--- src/rtl/regfile_write_arbiter.sv ---
// Round-robin arbiter that shares the register bank's single write port among
// three writeback sources, plus a busy scoreboard that drives decode's RAW/WAW stalls.
module regfile_write_arbiter #(
  parameter int XLEN = 64,
  parameter int NREQ = 3
) (
  input  logic                 clk,
  input  logic                 rst,
  input  logic [NREQ-1:0]      req_valid,
  input  logic [5*NREQ-1:0]    req_rd,
  input  logic [XLEN*NREQ-1:0] req_data,
  output logic [NREQ-1:0]      req_ready,
  output logic                 wb_we,
  output logic [4:0]           wb_rd,
  output logic [XLEN-1:0]      wb_data,
  input  logic                 issue_valid,
  input  logic [4:0]           issue_rd,
  input  logic [4:0]           rs1_addr,
  input  logic [4:0]           rs2_addr,
  output logic                 raw_stall,
  output logic                 waw_stall,
  output logic [31:0]          busy_vec
);

  logic [1:0]      last;
  logic [1:0]      cand;
  logic [1:0]      gnt_idx_p0;
  logic            vld_p0;
  logic [4:0]      rd_p0;
  logic [XLEN-1:0] data_p0;

  logic            vld_p1;
  logic [4:0]      rd_p1;
  logic [XLEN-1:0] data_p1;

  logic [31:0]     busy;
  logic [31:0]     busy_nxt;
  logic            set_en;

  // Requester index after i, wrapping modulo 3.
  function automatic logic [1:0] rr_next(input logic [1:0] i);
    return (i == 2'd2) ? 2'd0 : i + 2'd1;
  endfunction

  // ---- p0: arbitration and write-data selection ----
  always_comb begin
    gnt_idx_p0 = last;
    vld_p0     = 1'b0;
    cand       = last;
    for (int k = 0; k < NREQ; k++) begin
      cand = rr_next(cand);
      if (!vld_p0 && req_valid[cand]) begin
        vld_p0     = 1'b1;
        gnt_idx_p0 = cand;
      end
    end
    if (rst) vld_p0 = 1'b0;
  end

  always_comb begin
    req_ready = '0;
    if (vld_p0) req_ready[gnt_idx_p0] = 1'b1;
  end

  always_comb begin
    rd_p0   = req_rd[4:0];
    data_p0 = req_data[XLEN-1:0];
    case (gnt_idx_p0)
      2'd1: begin
        rd_p0   = req_rd[9:5];
        data_p0 = req_data[2*XLEN-1:XLEN];
      end
      2'd2: begin
        rd_p0   = req_rd[14:10];
        data_p0 = req_data[3*XLEN-1:2*XLEN];
      end
      default: ;
    endcase
  end

  // ---- p1: registered write port; x0 writes are accepted but never enabled ----
  always_ff @(posedge clk) begin
    if (rst) begin
      last    <= 2'd2;
      vld_p1  <= 1'b0;
      rd_p1   <= '0;
      data_p1 <= '0;
    end else begin
      vld_p1 <= vld_p0 && (rd_p0 != 5'd0);
      if (vld_p0) begin
        last    <= gnt_idx_p0;
        rd_p1   <= rd_p0;
        data_p1 <= data_p0;
      end
    end
  end

  assign wb_we   = vld_p1;
  assign wb_rd   = rd_p1;
  assign wb_data = data_p1;

  // ---- scoreboard: clear on bank commit, set on issue; set wins on collision ----
  assign waw_stall = !rst && issue_valid && busy[issue_rd];
  assign raw_stall = !rst && (busy[rs1_addr] || busy[rs2_addr]);
  assign set_en    = issue_valid && !waw_stall && (issue_rd != 5'd0);

  always_comb begin
    busy_nxt = busy;
    if (vld_p1) busy_nxt[rd_p1] = 1'b0;
    if (set_en) busy_nxt[issue_rd] = 1'b1;
    busy_nxt[0] = 1'b0;
  end

  always_ff @(posedge clk) begin
    if (rst) busy <= '0;
    else     busy <= busy_nxt;
  end

  assign busy_vec = busy;

endmodule

--- config.mk ---
export PLATFORM = sky130hd
export DESIGN_NAME = regfile_write_arbiter
export DESIGN_NICKNAME = d
export VERILOG_FILES = /design/src/rtl/regfile_write_arbiter.sv
export SDC_FILE = /design/constraint.sdc
export NUM_CORES = 1
export LEC_CHECK = 0
export CORE_ASPECT_RATIO = 0.5
export CORE_UTILIZATION = 36
export CTS_BUF_LIST = sky130_fd_sc_hd__clkbuf_8
export CTS_CLUSTER_DIAMETER = 40
export DETAILED_ROUTE_END_ITERATION = 6
export GPL_TIMING_DRIVEN = 1
export PLACE_DENSITY = 0.79
export SLEW_MARGIN = 20
export SYNTH_ARGS = -nofsm -noshare
export SYNTH_HDL_FRONTEND = slang
export SYNTH_SLANG_ARGS = --single-unit
--- constraint.sdc ---
create_clock -name clk -period 3.9 [get_ports clk]
set_clock_uncertainty 0.15 [all_clocks]
set_input_delay 1.17 -clock clk [delete_from_list [all_inputs] [get_ports clk]]
set_output_delay 1.17 -clock clk [all_outputs]
set_load 0.005 [all_outputs]
; ---- Word level (Yosys, flattened, before mapping)
; Cells that the tools add are included.
[word_totals]
output_inout_bits = 107
input_bits = 228
ff_bits = 104
[op_classes]
eq_ne = 5
bitwise_logic = 3
magnitude_cmp = 11
mux = 33
n_addsub = 3
n_reduce_logical = 18
[ops]
columns = cell, count
row1 = $pmux W64 S2, 1
row2 = $mux W32, 2
row3 = $and A32 B32 Y32, 1
row4 = $not A32 Y32, 1
row5 = $or A32 B32 Y32, 1
row6 = $lt A5 B6 Y1 const B, 4
row7 = $bmux W1 S5, 3
row8 = $mux W1, 13
row9 = $lt A2 B3 Y1 const B, 4
row10 = $mux W2, 6
row11 = $logic_and A1 B1 Y1, 11
row12 = $demux W1 S5, 2
row13 = $ge A5 B1 Y1 const B, 2
row14 = $pmux W5 S2, 1
row15 = $reduce_bool A5 Y1, 2
row16 = $eq A2 B2 Y1 const B, 4
row17 = $add A2 B1 Y2 const B, 3
row18 = $bmux W1 S2, 3
row19 = $logic_not A1 Y1, 4
row20 = $mux W3, 1
row21 = $demux W1 S2, 1
row22 = $eq A2 B1 Y1 const B, 1
row23 = $ge A2 B1 Y1 const B, 1
row24 = $logic_or A1 B1 Y1, 1

; ---- Depth between registers and ports, before layout
[depth]
depth_word = 16
ltp_mapped = 13
depth_no_buf = 11

; ---- Worst setup path after synthesis
; Ideal clock, no wire load.
[synth_path]
path_kind = input port to output port
from = input port issue_rd[1]
to = output port waw_stall
t_required_ps = 2580
t_arrival_ps = 2667
path_slack_ps = -87
path_stages = 6
path_buffers = 1
path_cell_list = clkbuf_1 mux4_2 mux2_2 a31oi_4 o21ai_1 o21a_1
[synth_via]
elab_chain_cells = 3
[synth_lines]
columns = element, line
row1 = from (decl), 17  ; input logic [4:0] issue_rd,
row2 = $bmux W1 S5, 103  ; assign waw_stall = !rst && issue_valid && busy[issue_rd];
row3 = $mux W1 (not written as such), 103
row4 = $logic_and A1 B1 Y1, 103
row5 = to (decl), 21  ; output logic waw_stall,
; Every way passes these cells. The select of a mux whose other input is x is not followed.

; ---- Worst setup path after layout
[layout_path]
from = input port issue_rd[0]
to = output port waw_stall
; Same word-level chain as after synthesis.

==> results.yml <==
pwr:
  power_per_cell_area_nw_per_um2: 316
  power_leakage_uw: 0.00371
  ir_drop_mv: 0.165
job:
  maxCapViolCount: 0
floorplan:
  initial_utilization_pct: 36.8
  coreArea_um2: 16400
  dieArea_um2: 17300
  rows: 33
  dieHeight_um: 93.6
  pin_count: 335
  die_w_um: 185
synth:
  synth_top_family_by_area: "compound AO/OA/AOI/OAI gates"
  seq_area_frac_synth_pct: 34.2
  avgSynthCellArea_um2: 8.01
  postSynthNetCount: 985
  synth_edf_count: 0
  yosysUniqueCellTypes: 48
  yosysTopAreaCell: "dfxtp_1"
  yosys.area_share.simple_pct: 21.3
  async_flop_share_pct: 0
  synth_top_area_share_pct: 34.2
  syn_area_um2: 6040
  synth_compound_area_share_pct: 28.8
  synthTopCellsByArea: "dfxtp_1, nor2_1, a22oi_1"
  synth_top_flop_cell: "dfxtp_1"
  synthMuxAreaShare_pct: 9.74
  synthAdderAreaFrac_pct: 0.622
  ys_warn_count: 0
  synth-seq-cells: 103
  syn_inst: 754
  synth-xor-area-share_pct: 0
critical_path:
  crit_chain: "buf_12, buf_4, buf_4, mux4_2, nand3b_1, a21oi_1, o21a_1, buf_2"
  critPathMaxStageDelay_ps: 550
  cp_slowest_cell: "mux4_2"
  required_ps: 2580
  critPathCaptureType: "output pin"
  critPathKind: "in2out"
  cp-start-kind: "input pin"
  r2r_cells: 10
  critical_path.max_fanout: 12
  crit_top_cell: "buf_4"
  worstPathArrival_ps: 2590
worst_hold_path:
  hold_class: "reg2reg"
  hold_path_depth: 2
cts:
  clk_latency_ps: 370
  clock_sinks: 103
  htreeDepth: 3
  cts_root_buffer: "clkbuf_8"
  clk_pin_slew_worst_paths_ps: 90
  cts_tree: "built"
  cts_buffer_depth: 2
  numCtsBuffers: 9
route:
  first_pass_iters: 7
  vias: 7199
  drt-total-wl_um: 23800
  wire_per_inst_um: 18.0
  drt_drc_violations_left: 0
  vias_per_cell: 5.46
  drt_iter0_drc: 503
  ant_nets: 0
global_route:
  met2_usage_pct: 47.7
  use_met3_pct: 5.41
  grt_busiest_layer: "met2"
  grt_max_degree: 95
  antenna_found_initial: 1
  grtUsageTotal_pct: 27.2
  grt_util_met1_pct: 33.3
  grt_pass1_wl_um: 36700
  grt_pass1_vias: 6865
  overflow: 0
placement:
  dpl.hpwl_um: 17900
  place_inst: 1296
  gp_congestion: 0.953
  port_buffers: 333
  place_area_um2: 9830
  pre_cts_ws_ps: -914
sta:
  max_slew_margin_pct: 36.3
  drv_slew: 0
  setup_slack_ps: -14.3
  whs_ps: 343
  fin_crit_sh_pct: 100
  rsz0062_at_grt: "yes"
  layout_min_cycle_time_ps: 3910
  finalHoldViolCount: 0
  finalSetupViolations: 1
  max_freq_mhz: 255
  worst_slew_pin_slew_ps: 956
cells_and_area:
  seq_area_um2: 2060
  final_core_util_pct: 62.3
  stdcell_count: 1319
  synthToLayoutAreaGrowth_pct: 69.2
  multiInputGateArea_um2: 3760
  finalInstanceArea_um2: 10200
  fillers: 1455
  layout.nets: 1317
  drive_gt1_share_pct: 12.6
run_status:
  status: "finished, violations left"
  violations: "setup timing"
-- where the power goes --
group	switching [uW]	internal, uW
sequential	73.2	1160
combinational	531	681
clock	389	392
total	993	2230
-- per-layer routing --
metal / vias to the layer above / wire length (um) / share of wire (%)
met5: - / 0 / 0
met4: 0 / 629 / 2.6
met3: 59 / 1470 / 6.2
met2: 295 / 11900 / 50
met1: 3402 / 9750 / 41
li1: 3443 / - / -
-- cell usage after synthesis (2+ instances only) --
cell,instances
a211oi_1,64
a21oi_1,72
a22oi_1,70
a31oi_1,3
and2_1,3
and3_1,2
buf_2,3
buf_4,2
clkbuf_1,66
dfxtp_1,103
ha_1,3
inv_1,8
mux2_2,8
mux2i_1,7
mux4_2,19
nand2_1,31
nand2_2,2
nand2b_1,4
nand3_1,9
nand3b_1,26
nand4_1,2
nand4b_1,5
nor2_1,143
nor2b_1,19
nor3_1,5
nor3b_1,5
o21ai_0,32
o21ai_1,17
o31ai_1,2
-- per-stage QoR --
stage | total power (uW) | setup TNS, ps
2_1_floorplan | 1780 | -13.2
3_3_place_gp | 2420 | -2900
3_5_place_dp | 2450 | -3720
4_1_cts | 3250 | -150
5_1_grt | 3410 | -67.3
6_report | 3230 | -14.3
-- cells in the final DEF, fill, tap and decap left out, types with 2 or more instances in the layout --
cell             netlist  final
a22oi_1               70     69
mux2_4                 0      2
a21oi_1               72     71
nand3b_1              26     26
buf_2                  3      3
clkbuf_8               0     10
dlygate4sd2_1          0      9
nand3_1                9      9
nand4_1                2      2
buf_12                 0      5
inv_8                  0      2
nand4b_1               5      5
and3_1                 2      2
nor2b_1               19     19
a31oi_1                3      2
buf_4                  2     56
nand2_1               31     31
nor3b_1                5      4
buf_6                  1      3
mux4_2                19     19
o31ai_1                2      2
ha_2                   0      2
clkdlybuf4s50_1        0    311
bufinv_16              0      2
mux2i_1                7      6
dfxtp_1              103    103
nor3_1                 5      3
o21ai_1               17     16
and2_1                 3      3
inv_1                  8      6
clkbuf_2               0      3
nor2_1               143    143
o21ai_0               32     32
nand2_2                2      2
inv_2                  0      2
nor3_2                 0      2
a211oi_1              64     64
mux2_2                 8      6
nand2b_1               4      4
-- worst max-delay path, delay by kind of cell --
family | cells | cell delay, ps
compound gates | 2 | 260
mux | 1 | 550
simple gates | 1 | 120
buf+inv | 4 | 490
-- what timing repair did --
item                       in CTS  in global routing
setup endpoints to repair       5                  5
cloned                          1                  0
gates resized for setup        61                 19
pin swaps                       9                  9
setup buffers                   5                  1
hold buffers                    0                  0
-- area by class of cell --
cell class | count | area share (%)
Clock buffer | 10 | 1.35
Sequential cell | 103 | 20.2
Clock inverter | 6 | 0.980
Tap cell | 227 | 2.78
Inverter | 8 | 0.294
Multi-Input combinational cell | 570 | 36.8
Antenna cell | 1 | 0.0245
Timing Repair Buffer | 394 | 37.5
-- cells by family after synthesis --
family | count (synthesis)
adder cells (fa/ha/maj) | 3
multiplexers | 34
AO/OA/AOI/OAI | 269
AND/OR/NAND/NOR | 263
other | 1
buffers and inverters | 81
flip-flops | 103
-- sequential cells by signal, summed over array words and instances (netlist names) --
name      flops
wb_data      64
wb_we         1
busy_vec     31
last          2
wb_rd         5
-- worst paths after layout --
check | start | endpoint | slack [ps]
hold / removal | wb_data[37]$_SDFFE_PP0P_ | wb_data[37]$_SDFFE_PP0P_ | 340
hold reg to reg | wb_data[37]$_SDFFE_PP0P_ | wb_data[37]$_SDFFE_PP0P_ | 340
setup / recovery | issue_rd[0] | waw_stall | -10
setup reg to reg | last[1]$_SDFFE_PP1P_ | wb_rd[2]$_SDFFE_PP0P_ | 1190
No activity file was read; power rests on OpenSTA's default activity.
